===== src/rtl/display_scan_ctrl.sv =====
// -----------------------------------------------------------------------------
// display_scan_ctrl
//   Captures a binary value and converts it to BCD one bit per clock using
//   shift-add-3. It then time-multiplexes DIGITS common-anode 7-segment digits
//   from a free-running scan counter. The number is shown only while halt=1.
//   Otherwise every digit shows a dash.
//
// Ports
//   clk    in   1       system clock, rising edge
//   rst_n  in   1       asynchronous active-low reset
//   value  in   DATA_W  binary value to display
//   load   in   1       capture strobe for value, ignored while busy=1
//   halt   in   1       1: show number, 0: dash on every digit
//   seg    out  7       segments {a,b,c,d,e,f,g}, active-low, registered
//   an     out  DIGITS  digit enables, active-low one-hot, registered
//   busy   out  1       BCD conversion in progress
// -----------------------------------------------------------------------------
module display_scan_ctrl #(
   parameter int DIGITS     = 4,
   parameter int DATA_W     = 14,
   parameter int SCAN_DIV   = 50000,
   parameter int LEAD_BLANK = 1
) (
   input  logic              clk,
   input  logic              rst_n,
   input  logic [DATA_W-1:0] value,
   input  logic              load,
   input  logic              halt,
   output logic [6:0]        seg,
   output logic [DIGITS-1:0] an,
   output logic              busy
);

   localparam int IDX_W = (DIGITS > 1) ? $clog2(DIGITS) : 1;
   localparam int CNT_W = (SCAN_DIV > 1) ? $clog2(SCAN_DIV) : 1;
   localparam int BIT_W = $clog2(DATA_W + 1);
   localparam int BCD_W = 4 * DIGITS;
   localparam logic [63:0] MAX_VAL = 64'(10 ** DIGITS - 1);

   localparam logic [6:0] SEG_DASH  = 7'b1111110;
   localparam logic [6:0] SEG_ERR   = 7'b0110000;
   localparam logic [6:0] SEG_BLANK = 7'b1111111;

   typedef enum logic {IDLE, CONV} state_t;

   state_t            state;
   logic [DATA_W-1:0] shreg;
   logic [BCD_W-1:0]  acc;
   logic [BCD_W-1:0]  acc_next;
   logic [BCD_W-1:0]  disp;
   logic [BIT_W-1:0]  bit_cnt;
   logic              ovf;

   logic [CNT_W-1:0]  scan_cnt;
   logic [IDX_W-1:0]  idx;
   logic [3:0]        nibble;
   logic [BCD_W-1:0]  upper;
   logic [6:0]        seg_next;

   // Every BCD nibble that is 5 or more gets 3 added before the shift. That
   // way a nibble which reaches 10 after the doubling carries into the next
   // nibble.
   function automatic logic [BCD_W-1:0] add3(input logic [BCD_W-1:0] a);
      logic [BCD_W-1:0] r;
      r = a;
      for (int i = 0; i < DIGITS; i++)
         if (a[4*i +: 4] >= 4'd5) r[4*i +: 4] = a[4*i +: 4] + 4'd3;
      return r;
   endfunction

   function automatic logic [6:0] dec7(input logic [3:0] d);
      case (d)
         4'd0:    dec7 = 7'b0000001;
         4'd1:    dec7 = 7'b1001111;
         4'd2:    dec7 = 7'b0010010;
         4'd3:    dec7 = 7'b0000110;
         4'd4:    dec7 = 7'b1001100;
         4'd5:    dec7 = 7'b0100100;
         4'd6:    dec7 = 7'b0100000;
         4'd7:    dec7 = 7'b0001111;
         4'd8:    dec7 = 7'b0000000;
         4'd9:    dec7 = 7'b0001100;
         default: dec7 = SEG_BLANK;
      endcase
   endfunction

   always_comb begin
      logic [BCD_W-1:0] adj;
      adj      = add3(acc);
      acc_next = {adj[BCD_W-2:0], shreg[DATA_W-1]};
   end

   // Conversion FSM. busy is held in its own flop so the port is registered.
   // The display register must start at zero, so it is reset with the rest.
   always_ff @(posedge clk or negedge rst_n) begin
      if (!rst_n) begin
         state   <= IDLE;
         shreg   <= '0;
         acc     <= '0;
         bit_cnt <= '0;
         disp    <= '0;
         ovf     <= 1'b0;
         busy    <= 1'b0;
      end else begin
         // NOTE: state flops use non-blocking assignments so every register
         // samples values from before the edge, whatever the statement order.
         case (state)
            IDLE: begin
               if (load) begin
                  shreg   <= value;
                  acc     <= '0;
                  bit_cnt <= '0;
                  ovf     <= 64'(value) > MAX_VAL;
                  busy    <= 1'b1;
                  state   <= CONV;
               end
            end
            CONV: begin
               shreg   <= shreg << 1;
               acc     <= acc_next;
               bit_cnt <= bit_cnt + 1'b1;
               if (bit_cnt == BIT_W'(DATA_W - 1)) begin
                  disp  <= acc_next;
                  busy  <= 1'b0;
                  state <= IDLE;
               end
            end
            default: state <= IDLE;
         endcase
      end
   end

   // Segment pattern for the digit the scan index points at.
   always_comb begin
      // NOTE: every combinational output gets a default first, so no path
      // leaves it unassigned and no latch is inferred.
      seg_next = SEG_BLANK;
      nibble   = disp[{idx, 2'b00} +: 4];
      upper    = disp >> {idx, 2'b00};
      if (!halt)
         seg_next = SEG_DASH;
      else if (ovf)
         seg_next = SEG_ERR;
      else if (LEAD_BLANK != 0 && idx != '0 && upper == '0)
         seg_next = SEG_BLANK;
      else
         seg_next = dec7(nibble);
   end

   // Scan timing. an and seg are both derived from idx in the same edge, so
   // only one digit is ever enabled and it always carries its own pattern.
   always_ff @(posedge clk or negedge rst_n) begin
      if (!rst_n) begin
         scan_cnt <= '0;
         idx      <= '0;
         seg      <= SEG_BLANK;
         an       <= '1;
      end else begin
         if (scan_cnt == CNT_W'(SCAN_DIV - 1)) begin
            scan_cnt <= '0;
            idx      <= (idx == IDX_W'(DIGITS - 1)) ? '0 : idx + 1'b1;
         end else begin
            scan_cnt <= scan_cnt + 1'b1;
         end
         an  <= ~(DIGITS'(1) << idx);
         seg <= seg_next;
      end
   end

endmodule


===== config.mk =====
export PLATFORM = sky130hd
export DESIGN_NAME = display_scan_ctrl
export DESIGN_NICKNAME = d
export VERILOG_FILES = /design/src/rtl/display_scan_ctrl.sv
export SDC_FILE = /design/constraint.sdc
export NUM_CORES = 1
export LEC_CHECK = 0
export ABC_AREA = 1
export ABC_CLOCK_PERIOD_IN_PS = 3200
export CAP_MARGIN = 20
export CORE_MARGIN = 2
export CORE_UTILIZATION = 50
export DETAILED_ROUTE_END_ITERATION = 6
export PLACE_DENSITY = 0.77
export SYNTH_ARGS = -nofsm -noshare
export SYNTH_HDL_FRONTEND = slang
export SYNTH_SLANG_ARGS = --single-unit

===== constraint.sdc =====
create_clock -name clk -period 3.2 [get_ports clk]
set_input_delay 0.64 -clock clk [delete_from_list [all_inputs] [get_ports clk]]
set_output_delay 0.64 -clock clk [all_outputs]
set_load 0.01 [all_outputs]

==> flow_summary.rst, run 1 <==
.. list-table::
   :header-rows: 1

   * - Metric
     - Value
   * - Maximum root-to-sink buffer count
     - 2
   * - Clock group share of total power
     - 0.182
   * - Share of synthesized area occupied by flip-flops and latches
     - 0.4852
   * - Quantity of I/O buffers inserted on ports
     - 29
   * - Worst setup slack after layout
     - 1020 ps
   * - Total grt overflow
     - 0
   * - TritonCTS clock tree
     - done
   * - Critical path fanouts, max
     - 23
   * - Total leakage power
     - 2.379 nW
   * - Total count of max-transition violations in the final report
     - 0
   * - Post_cts resized
     - 0
   * - Syn_nets
     - 540
   * - Height of the die
     - 96.28 um
   * - Maximum vdd drop
     - 505.8 uV
   * - Synthesized cell area
     - 0.004258 mm2
   * - Kind of capture point of the worst setup path
     - flip-flop
   * - Max-slew headroom at the worst pin
     - 0.5115
   * - Clock tree root buffer cell
     - sky130_fd_sc_hd__clkbuf_8
   * - Reg power frac
     - 0.422
   * - Placeable core region
     - 0.008217 mm2
   * - Layout cell share with drive strength beyond 1
     - 0.1155
   * - CP cell instances
     - clkdlybuf4s50_1 -> nor2_1 -> inv_1 -> o221ai_1
   * - Period minus WS final
     - 2180 ps
   * - Grt met2 use
     - 0.3084
   * - Wire length of the first global-routing pass
     - 13970 um
   * - Sinks on the clock net
     - 82
   * - Count of standard-cell rows
     - 33
   * - Number of hold-repair buffers added at the cts stage
     - 0
   * - Most Used Layer, Global Route
     - met2
   * - Initial cell density of the core
     - 0.5182
   * - # DRC
     - 0
   * - Endpoints failing setup
     - 0
   * - Antenna violations before repair
     - 0
   * - Minimum hold slack
     - 168.6 ps
   * - Drt via density
     - 5.204
   * - Most common cell after layout, fill and taps aside
     - sky130_fd_sc_hd__nand2_1
   * - Final Util
     - 0.5889
   * - Number of iterations in the first detailed-routing pass
     - 5
   * - Path type of the worst setup path
     - in2reg
   * - Vias
     - 3341
   * - Number of global-route vias before repair
     - 3164
   * - Number of enable flip-flop cells after synthesis
     - 0
   * - Family with the most delay on the worst path
     - buffers and inverters
   * - Accumulated negative setup slack
     - 0 ps
   * - Async S/R FF share, synth
     - 1.000
   * - Area of the multi-input gates
     - 0.001869 mm2
   * - Clock transition at the register clock pins on the worst setup and hold paths after CTS
     - 90 ps
   * - RePlAce Congestion
     - 0.8938
   * - Number of buffers inserted by post-CTS setup repair
     - 0
   * - Cell area power density
     - 809.8 mW/mm2
   * - Min-Delay Path Class
     - in2async
   * - Count of cell types in the netlist
     - 36
   * - Area taken by flip-flops and latches
     - 0.002066 mm2
   * - Avg WL per Cell
     - 12.79 um
   * - Largest net degree at the start of global routing
     - 83
   * - Skew-Pair Late Insertion Delay
     - 360 ps
   * - Met3 demand-to-capacity share in global routing
     - 0.04307
   * - GRT Overall Usage
     - 0.1943
   * - Aggregate routed wire length
     - 8208 um
   * - CP startpoint kind
     - input port
   * - Final net count
     - 570
   * - Post-DRT Antenna Nets
     - 0
   * - Crit-path slowest cell
     - sky130_fd_sc_hd__inv_1
   * - Internal
     - 0.002333 W
   * - Count of mapped cells out of synthesis
     - 502
   * - Top library cells by usage in the layout, fill and taps aside
     - sky130_fd_sc_hd__nand2_1, sky130_fd_sc_hd__dfrtp_1, sky130_fd_sc_hd__inv_1
   * - Average instance area after synthesis
     - 8.482 um2
   * - Chip Width
     - 96.28 um
   * - Fraction of power consumed by combinational cells
     - 0.396
   * - Inserted Clock Buffers
     - 9
   * - Met1 track demand over resource in global routing
     - 0.2602
   * - Worst slew pin tran
     - 732.0 ps
   * - Highest attainable clock frequency
     - 458.7 MHz
   * - Antenna Diode Count
     - 0
   * - Number of synthesis warnings
     - 0
   * - Post-place setup slack
     - 643.4 ps
   * - Switching power of the nets
     - 0.001585 W
   * - IO Count
     - 30
   * - Data arrival time at the worst-slack endpoint
     - 2440 ps
   * - Final hold violations
     - 0
   * - Biggest cell delay along the critical path
     - 540 ps
   * - Switching share of power
     - 0.4045
   * - Area grow syn2layout
     - 13.64%
   * - HPWL after detailed placement
     - 5758 um
   * - Starting DRC count in detailed routing
     - 172
   * - Run status
     - finished, final reports clean
   * - Fraction of the cycle the final worst path needs
     - 0.6813
   * - Count of max-cap constraint violations
     - 0
   * - Number of flip-flops and latches in the synthesized netlist
     - 82
   * - Unrepaired setup endpoints after global routing
     - false
   * - Total power
     - 0.003918 W
   * - DIE AREA
     - 0.009270 mm2
   * - H-Tree Depth
     - 3
   * - Req. time, crit path
     - 3460 ps
   * - Clock skew
     - 6.909 ps
   * - Bufs and invs on worst path
     - 2
   * - Most used DFF post-synth
     - sky130_fd_sc_hd__dfrtp_1
   * - Fill cell count
     - 736
==> flip-flops by register name, summed over array words and instances, names as in the netlist <==
signal,cells
acc,16
an,4
bit_cnt,4
busy,1
disp,16
idx,2
ovf,1
scan_cnt,16
seg,7
shreg,14
state,1
==> logic make-up after synthesis <==
logic type	after synthesis	share of synthesized area
AO/OA/AOI/OAI	75	0.1034
XOR/XNOR	12	0.02468
adder cells (fa/ha/maj)	20	0.05877
buffers and inverters	80	0.07582
flip-flops	82	0.4852
AND/OR/NAND/NOR	233	0.2521
==> cell usage after synthesis, types with 2 or more instances <==
cell,count,area [um2]
sky130_fd_sc_hd__dfrtp_1,71,1777
sky130_fd_sc_hd__nor2_2,4,25.02
sky130_fd_sc_hd__nor3_2,2,20.02
sky130_fd_sc_hd__nor3_1,6,30.03
sky130_fd_sc_hd__nor2_1,32,120.1
sky130_fd_sc_hd__nand3_1,31,155.2
sky130_fd_sc_hd__inv_1,63,236.5
sky130_fd_sc_hd__nand4_1,7,43.79
sky130_fd_sc_hd__o21ai_0,35,175.2
sky130_fd_sc_hd__a21oi_1,8,40.04
sky130_fd_sc_hd__o211ai_1,5,37.54
sky130_fd_sc_hd__dfstp_2,11,289.0
sky130_fd_sc_hd__o22ai_1,15,93.84
sky130_fd_sc_hd__nand2_4,6,67.56
sky130_fd_sc_hd__nand3b_1,2,15.01
sky130_fd_sc_hd__o221ai_1,3,26.28
sky130_fd_sc_hd__buf_6,2,22.52
sky130_fd_sc_hd__xnor2_1,2,17.52
sky130_fd_sc_hd__a211oi_1,3,22.52
sky130_fd_sc_hd__nand2_1,128,480.5
sky130_fd_sc_hd__xor2_1,10,87.58
sky130_fd_sc_hd__clkbuf_1,9,33.78
sky130_fd_sc_hd__nand2_2,9,56.30
sky130_fd_sc_hd__ha_1,20,250.2
sky130_fd_sc_hd__a22oi_1,3,22.52
sky130_fd_sc_hd__inv_2,3,11.26
sky130_fd_sc_hd__nand3_2,3,30.03
==> area by class of cell <==
class,count,area share
Clock inverter,6,0.01034
Inverter,67,0.05250
Sequential cell,82,0.4269
Timing Repair Buffer,32,0.06827
Clock buffer,10,0.02845
Multi-Input combinational cell,340,0.3863
Tap cell,105,0.02715
==> through the flow <==
stage	area, um2	instances
after floorplan	4258	502
after global placement	4623	625
after detailed placement	4623	625
after CTS	4811	641
after global routing	4838	642
final	4838	642
==> power by group through the flow <==
stage / Sequential (W) / Combinational, W / Clock, W
global route: 0.00170 / 0.00180 / 0.000776
floorplan: 0.00162 / 0.00118 / 0
global placement: 0.00165 / 0.00147 / 0
CTS: 0.00165 / 0.00155 / 0.000735
detailed placement: 0.00167 / 0.00155 / 0
finish: 0.00165 / 0.00155 / 0.000714
==> final timing paths <==
path	from	end	slack, ps	cells past startpoint
setup / recovery	load	shreg[1]$_DFFE_PN0P_	1020	4
hold / removal	rst_n	scan_cnt[5]$_DFF_PN0_	170	1
setup reg to reg	idx[0]$_DFFE_PN0N_	seg[3]$_DFF_PN1_	1030	11
hold reg to reg	scan_cnt[0]$_DFF_PN0_	scan_cnt[0]$_DFF_PN0_	460	1
max in group asynchronous	rst_n	seg[2]$_DFF_PN1_	2400	2
min in group clk	scan_cnt[0]$_DFF_PN0_	scan_cnt[0]$_DFF_PN0_	460	1
==> worst register-to-register path: cells and delay by family, from the launching register on <==
| kind | cells | cell delay [ps] |
|---|---|---|
| flops | 1 | 660 |
| simple gates | 9 | 1020 |
| buf+inv | 1 | 240 |
| fa+ha+maj | 1 | 190 |
==> layer usage <==
| layer | part of all wire | vias to the layer above |
|---|---|---|
| met2 | 0.47 | 64 |
| met3 | 0.035 | 14 |
| met4 | 0.017 | 0 |
| li1 | - | 1690 |
| met5 | 0 | - |
| met1 | 0.48 | 1573 |
Note: power is estimated with default switching activity, not from simulation.
==> run 2: changes to the inputs <==
--- a/config.mk
+++ b/config.mk
@@ -6,12 +6,12 @@
 export NUM_CORES = 1
 export LEC_CHECK = 0
 export ABC_AREA = 1
-export ABC_CLOCK_PERIOD_IN_PS = 3200
+export ABC_CLOCK_PERIOD_IN_PS = 2000
 export CAP_MARGIN = 20
 export CORE_MARGIN = 2
 export CORE_UTILIZATION = 50
 export DETAILED_ROUTE_END_ITERATION = 6
-export PLACE_DENSITY = 0.77
+export PLACE_DENSITY = 0.79
 export SYNTH_ARGS = -nofsm -noshare
 export SYNTH_HDL_FRONTEND = slang
 export SYNTH_SLANG_ARGS = --single-unit
==> constraint.sdc (replaced) <==
create_clock -name clk -period 2 [get_ports clk]
set_input_delay 0.4 -clock clk [delete_from_list [all_inputs] [get_ports clk]]
set_output_delay 0.4 -clock clk [all_outputs]
set_load 0.01 [all_outputs]
==> flow_summary.rst, run 2 (synthesized netlist as in run 1, its figures left out) <==
.. list-table::
   :header-rows: 1

   * - Metric
     - Value
   * - Run status
     - finished, final reports clean
   * - Placeable core region
     - 0.008217 mm2 (unchanged)
   * - CP cell instances
     - clkdlybuf4s50_1
   * - Unrepaired setup endpoints after global routing
     - false
   * - Req. time, crit path
     - 1600 ps (-1860 ps)
   * - Final hold violations
     - 0 (unchanged)
   * - Starting DRC count in detailed routing
     - 183 (+6.4%)
   * - Clock tree root buffer cell
     - sky130_fd_sc_hd__clkbuf_8
   * - Aggregate routed wire length
     - 8569 um (+4.4%)
   * - Finished Layout Cells
     - 649 (+1.1%)
   * - Inserted Clock Buffers
     - 9 (unchanged)
   * - Biggest cell delay along the critical path
     - 540 ps (about the same)
   * - Avg WL per Cell
     - 13.20 um (+3.3%)
   * - Largest net degree at the start of global routing
     - 64 (-23%)
   * - Critical path fanouts, max
     - 1 (-96%)
   * - Family with the most delay on the worst path
     - flip-flops
   * - Min-Delay Path Class
     - in2async
   * - Endpoints failing setup
     - 0 (unchanged)
   * - GRT Overall Usage
     - 0.2013 (+0.007018)
   * - Wire length of the first global-routing pass
     - 14510 um (+3.9%)
   * - Fraction of the cycle the final worst path needs
     - 0.9272
   * - Path type of the worst setup path
     - reg2out
   * - Maximum vdd drop
     - 593.3 uV (+17%)
   * - Top library cells by usage in the layout, fill and taps aside
     - sky130_fd_sc_hd__nand2_1, sky130_fd_sc_hd__dfrtp_1, sky130_fd_sc_hd__inv_1
   * - CP startpoint kind
     - flip-flop
   * - Cell area power density
     - 1307 mW/mm2 (+61%)
   * - Total leakage power
     - 2.397 nW (+0.76%)
   * - Most common cell after layout, fill and taps aside
     - sky130_fd_sc_hd__nand2_1
   * - Switching share of power
     - 0.4120 (+0.007506)
   * - Crit-path slowest cell
     - sky130_fd_sc_hd__dfstp_2
   * - RePlAce Congestion
     - 0.9118 (+2.0%)
   * - Worst slew pin tran
     - 461.5 ps (-270.5 ps)
   * - Count of standard-cell rows
     - 33 (unchanged)
   * - Number of iterations in the first detailed-routing pass
     - 4 (-1)
   * - Final net count
     - 577 (+1.2%)
   * - Total count of max-transition violations in the final report
     - 0 (unchanged)
   * - Highest attainable clock frequency
     - 539.3 MHz
   * - Period minus WS final
     - 1854 ps
   * - Antenna Diode Count
     - 0 (unchanged)
   * - Internal
     - 0.003750 W (+61%)
   * - IO Count
     - 30 (unchanged)
   * - Quantity of I/O buffers inserted on ports
     - 29 (unchanged)
   * - Chip Width
     - 96.28 um (unchanged)
   * - TritonCTS clock tree
     - done
   * - Layout cell share with drive strength beyond 1
     - 0.1268 (+0.01138)
   * - Clock group share of total power
     - 0.177 (-0.005)
   * - Maximum root-to-sink buffer count
     - 2 (unchanged)
   * - Height of the die
     - 96.28 um (unchanged)
   * - Initial cell density of the core
     - 0.5182 (unchanged)
   * - Final Util
     - 0.5939 (+0.005025)
   * - Switching power of the nets
     - 0.002627 W (+66%)
   * - Clock transition at the register clock pins on the worst setup and hold paths after CTS
     - 100 ps (about the same)
   * - Clock skew
     - 16.06 ps (+9.156 ps)
   * - Total grt overflow
     - 0 (unchanged)
   * - Number of global-route vias before repair
     - 3288 (+3.9%)
   * - Largest registers in the final layout
     - acc: 16 flops, disp: 16 flops, scan_cnt: 16 flops
   * - Antenna violations before repair
     - 0 (unchanged)
   * - Accumulated negative setup slack
     - 0 ps (unchanged)
   * - Skew-Pair Late Insertion Delay
     - 370 ps (about the same)
   * - Bufs and invs on worst path
     - 1 (-1)
   * - Fraction of power consumed by combinational cells
     - 0.411 (+0.015)
   * - Max-slew headroom at the worst pin
     - 0.6920 (+0.1805)
   * - Total placed cells including tap cells
     - 631 (+0.96%)
   * - Reg power frac
     - 0.413 (-0.009)
   * - Count of max-cap constraint violations
     - 0 (unchanged)
   * - Vias
     - 3396 (+1.6%)
   * - # DRC
     - 0 (unchanged)
   * - HPWL after detailed placement
     - 6120 um (+6.3%)
   * - Drt via density
     - 5.233 (+0.55%)
   * - Area grow syn2layout
     - 14.60%
   * - Sinks on the clock net
     - 82 (unchanged)
   * - H-Tree Depth
     - 3 (unchanged)
   * - Post-DRT Antenna Nets
     - 0 (unchanged)
   * - Data arrival time at the worst-slack endpoint
     - 1450 ps (-990 ps)
   * - DIE AREA
     - 0.009270 mm2 (unchanged)
   * - Kind of capture point of the worst setup path
     - output pin
==> run 2: cell count changes in the layout (fill, tap and decap cells not counted), sizes merged <==
cell	delta
buf	+5
clkbuf	+1
clkinv	-1
clkinvlp	+1
dlygate4sd3	+1
==> run 2: routing by layer <==
| layer | up-vias | global-route usage | part of all wire |
|---|---|---|---|
| met1 | 1604 | 0.2676 | 0.48 |
| met3 | 20 | 0.03837 | 0.031 |
| met2 | 68 | 0.3235 | 0.47 |
| li1 | 1704 | - | - |
| met4 | 0 | 0.08095 | 0.022 |
| met5 | - | 0 | 0 |
==> run 2: worst register-to-register path, delay by kind of cell, from the launching register on <==
kind / cells / cell delay (ps)
adders and majority gates: 1 / 200
DFF: 1 / 500
buffers and inverters: 1 / 140
and+or+nand+nor: 8 / 860
==> run 2: area by class of cell <==
type | count | area [um2]
Clock buffer | 10 | 127.6
Clock inverter | 6 | 51.30
Fill cell | 689 | 3337
Inverter | 67 | 256.5
Multi-Input combinational cell | 340 | 1869
Sequential cell | 82 | 2068
Tap cell | 105 | 131.4
Timing Repair Buffer | 39 | 375.4
==> run 2: through the flow <==
step	hold WS (ps)	power [W]	setup slack [ps]	area, um2
global placement	300.5	0.005100	230.0	4681
detailed placement	304.5	0.005247	120.5	4681
global route	486.0	0.006938	59.90	4880
CTS	454.6	0.006395	126.0	4870
finish	454.3	0.006377	145.7	4880
floorplan	104.4	0.004470	389.8	4258
==> run 2: timing repair <==
action,CTS,global route
gates resized for setup,0,3
hold buffers,1,0
setup buffers,0,1
endpoints found under the hold margin,19,0
setup endpoints to repair,0,7
==> run 2: power groups by stage <==
| stage | sequential, W | clock, W | combinational [W] |
|---|---|---|---|
| 3_5_place_dp | 0.00266 | 0 | 0.00259 |
| 5_1_grt | 0.00270 | 0.00121 | 0.00303 |
| 2_1_floorplan | 0.00259 | 0 | 0.00188 |
| 3_3_place_gp | 0.00263 | 0 | 0.00247 |
| 4_1_cts | 0.00263 | 0.00115 | 0.00262 |
| 6_report | 0.00263 | 0.00113 | 0.00262 |
==> run 2: final timing paths <==
check	from	endpoint	slack, ps	cells past startpoint
max	seg[3]$_DFF_PN1_	seg[3]	150	1
min	rst_n	scan_cnt[7]$_DFF_PN0_	450	2
max reg2reg	idx[1]$_DFFE_PN0N_	seg[2]$_DFF_PN1_	260	10
min reg2reg	scan_cnt[0]$_DFF_PN0_	scan_cnt[0]$_DFF_PN0_	490	1
max in group asynchronous	rst_n	seg[2]$_DFF_PN1_	910	3
min in group clk	scan_cnt[0]$_DFF_PN0_	scan_cnt[0]$_DFF_PN0_	490	1
==> run 3: changes to the inputs <==
--- a/config.mk
+++ b/config.mk
@@ -8,7 +8,6 @@
 export ABC_AREA = 1
 export ABC_CLOCK_PERIOD_IN_PS = 2000
 export CAP_MARGIN = 20
-export CORE_MARGIN = 2
 export CORE_UTILIZATION = 50
 export DETAILED_ROUTE_END_ITERATION = 6
 export PLACE_DENSITY = 0.79
==> flow_summary.rst, run 3 (synthesized netlist as in run 1, its figures left out) <==
.. list-table::
   :header-rows: 1

   * - Metric
     - Value
   * - Max-slew headroom at the worst pin
     - 0.6291 (-0.06284)
   * - Setup slack of the most critical reg-to-reg path
     - 210 ps (-50 ps)
   * - Biggest cell delay along the critical path
     - 530 ps (about the same)
   * - HPWL after detailed placement
     - 6027 um (-1.5%)
   * - Final net count
     - 576 (-0.17%)
   * - Most common cell after layout, fill and taps aside
     - sky130_fd_sc_hd__nand2_1
   * - Data arrival time at the worst-slack endpoint
     - 1410 ps (-40 ps)
   * - Antenna Diode Count
     - 0 (unchanged)
   * - Critical path depth
     - 1 (unchanged)
   * - Layout cell share with drive strength beyond 1
     - 0.1234 (-0.003450)
   * - Height of the die
     - 94.28 um (-2.1%)
   * - Chip Width
     - 94.28 um (-2.1%)
   * - Final Util
     - 0.5946 (+0.0007620)
   * - Top library cells by usage in the layout, fill and taps aside
     - sky130_fd_sc_hd__nand2_1, sky130_fd_sc_hd__dfrtp_1, sky130_fd_sc_hd__inv_1
   * - CP startpoint kind
     - flip-flop
   * - Maximum root-to-sink buffer count
     - 2 (unchanged)
   * - Path type of the worst setup path
     - reg2out
   * - Reg-to-reg endpoint
     - seg[1]$_DFF_PN1_
   * - Avg WL per Cell
     - 12.60 um (-4.5%)
   * - Initial cell density of the core
     - 0.5182 (unchanged)
   * - Internal
     - 0.003850 W (+2.7%)
   * - Period minus WS final
     - 1813 ps (-41.30 ps)
   * - Count of standard-cell rows
     - 33 (unchanged)
   * - TritonCTS clock tree
     - done
   * - Largest net degree at the start of global routing
     - 46 (-28%)
   * - Post-DRT Antenna Nets
     - 0 (unchanged)
   * - Clock transition at the register clock pins on the worst setup and hold paths after CTS
     - 90 ps (about the same)
   * - Fraction of power consumed by combinational cells
     - 0.398 (-0.013)
   * - Highest attainable clock frequency
     - 551.6 MHz (+2.3%)
   * - Quantity of I/O buffers inserted on ports
     - 29 (unchanged)
   * - Sinks on the clock net
     - 82 (unchanged)
   * - Post-placement cell area
     - 0.004688 mm2 (+0.16%)
   * - H-Tree Depth
     - 3 (unchanged)
   * - Critical path startpoint
     - seg[2]$_DFF_PN1_
   * - Switching share of power
     - 0.3957 (-0.01634)
   * - Critical path fanouts, max
     - 1 (unchanged)
   * - Number of buffers inserted by post-CTS setup repair
     - 0 (unchanged)
   * - Maximum vdd drop
     - 960.4 uV (+62%)
   * - Accumulated negative setup slack
     - 0 ps (unchanged)
   * - Endpoints failing setup
     - 0 (unchanged)
   * - Unrepaired setup endpoints after global routing
     - false
   * - Number of iterations in the first detailed-routing pass
     - 4 (unchanged)
   * - Fraction of the cycle the final worst path needs
     - 0.9065 (-0.02065)
   * - Aggregate routed wire length
     - 8167 um (-4.7%)
   * - Skew-Pair Late Insertion Delay
     - 350 ps (-20 ps)
   * - Clock group share of total power
     - 0.186 (+0.009)
   * - Total leakage power
     - 2.404 nW (+0.31%)
   * - Final hold violations
     - 0 (unchanged)
   * - Starting DRC count in detailed routing
     - 159 (-13%)
   * - Drt via density
     - 5.201 (-0.61%)
   * - Clock skew
     - 17.00 ps (+0.9322 ps)
   * - Kind of capture point of the worst setup path
     - output pin
   * - Run status
     - finished, final reports clean
   * - RePlAce Congestion
     - 0.9047 (-0.78%)
   * - Layout Cell Area excl Fill
     - 0.004886 mm2 (+0.13%)
   * - # DRC
     - 0 (unchanged)
   * - Area taken by flip-flops and latches
     - 0.002067 mm2 (about the same)
   * - Family with the most delay on the worst path
     - flip-flops
   * - Total grt overflow
     - 0 (unchanged)
   * - CP cell instances
     - clkdlybuf4s50_1
   * - Switching power of the nets
     - 0.002520 W (-4.1%)
   * - Clock tree root buffer cell
     - sky130_fd_sc_hd__clkbuf_8
   * - DIE AREA
     - 0.008889 mm2 (-4.1%)
   * - Req. time, crit path
     - 1600 ps (about the same)
   * - Total count of max-transition violations in the final report
     - 0 (unchanged)
   * - Reg power frac
     - 0.415 (+0.002)
   * - Cells on worst reg2reg path
     - 13 (+3)
   * - Fill cell count
     - 697 (+1.2%)
   * - Startpoint of the worst register-to-register path
     - idx[1]$_DFFE_PN0N_
   * - Number of global-route vias before repair
     - 3288 (unchanged)
   * - Vias
     - 3370 (-0.77%)
   * - Count of max-cap constraint violations
     - 0 (unchanged)
   * - Cell area power density
     - 1304 mW/mm2 (-0.24%)
   * - Bufs and invs on worst path
     - 1 (unchanged)
   * - Antenna violations before repair
     - 0 (unchanged)
   * - End point of the critical path
     - seg[2]
   * - Inserted Clock Buffers
     - 9 (unchanged)
   * - GRT Overall Usage
     - 0.2048 (+0.003475)
   * - Min-Delay Path Class
     - in2async
   * - Area grow syn2layout
     - 14.75%
   * - Largest registers in the final layout
     - acc: 16 flops, disp: 16 flops, scan_cnt: 16 flops
   * - IO Count
     - 30 (unchanged)
   * - Worst slew pin tran
     - 556.3 ps (+94.76 ps)
   * - Wire length of the first global-routing pass
     - 14200 um (-2.1%)
   * - Area of the multi-input gates
     - 0.001869 mm2 (unchanged)
   * - Placeable core region
     - 0.008217 mm2 (unchanged)
   * - Crit-path slowest cell
     - sky130_fd_sc_hd__dfstp_2
## run 3: worst min-delay path by stage
stage | startpoint | to | cells past startpoint
global route | rst_n | scan_cnt[5]$_DFF_PN0_ | 1
floorplan | rst_n | acc[0]$_DFFE_PN0P_ | 0
detailed placement | rst_n | scan_cnt[3]$_DFF_PN0_ | 1
finish | rst_n | scan_cnt[5]$_DFF_PN0_ | 1
global placement | rst_n | scan_cnt[5]$_DFF_PN0_ | 1
CTS | rst_n | scan_cnt[3]$_DFF_PN0_ | 1
## run 3: what timing repair did
action,in CTS,in global routing
gates resized for setup,0,2
endpoints found under the setup margin,0,7
hold buffers,0,0
## run 3: power groups by stage
stage	sequential, W	combinational [W]	clock, W
after floorplan	0.00259	0.00188	0
after global placement	0.00265	0.00239	0
after detailed placement	0.00267	0.00254	0
after CTS	0.00264	0.00255	0.00122
after global routing	0.00271	0.00292	0.00130
final	0.00265	0.00254	0.00119
## run 3: through the flow
stage	instances	total power, W	hold slack, ps	setup WS, ps
floorplan	502	0.004470	104.4	389.8
global placement	632	0.005045	431.8	234.2
detailed placement	632	0.005203	433.8	133.5
CTS	648	0.006408	44.46	137.2
global route	648	0.006928	65.74	9.617
finish	648	0.006370	31.62	187.0
## run 3: area by class of cell
class / count / area share
sequential: 82 / 0.4230
clock buffer: 11 / 0.02689
tap: 105 / 0.02689
inverter: 67 / 0.05250
timing repair buffer: 38 / 0.07529
clock inverter: 5 / 0.01280
multi-input combinational: 340 / 0.3826
## run 3: per-layer routing
layer	vias to the layer above	routed length, um	track usage
met5	-	0	0
met2	45	4019	0.3430
li1	1689	-	-
met4	0	114	0.06667
met3	10	195	0.05097
met1	1626	3838	0.2576
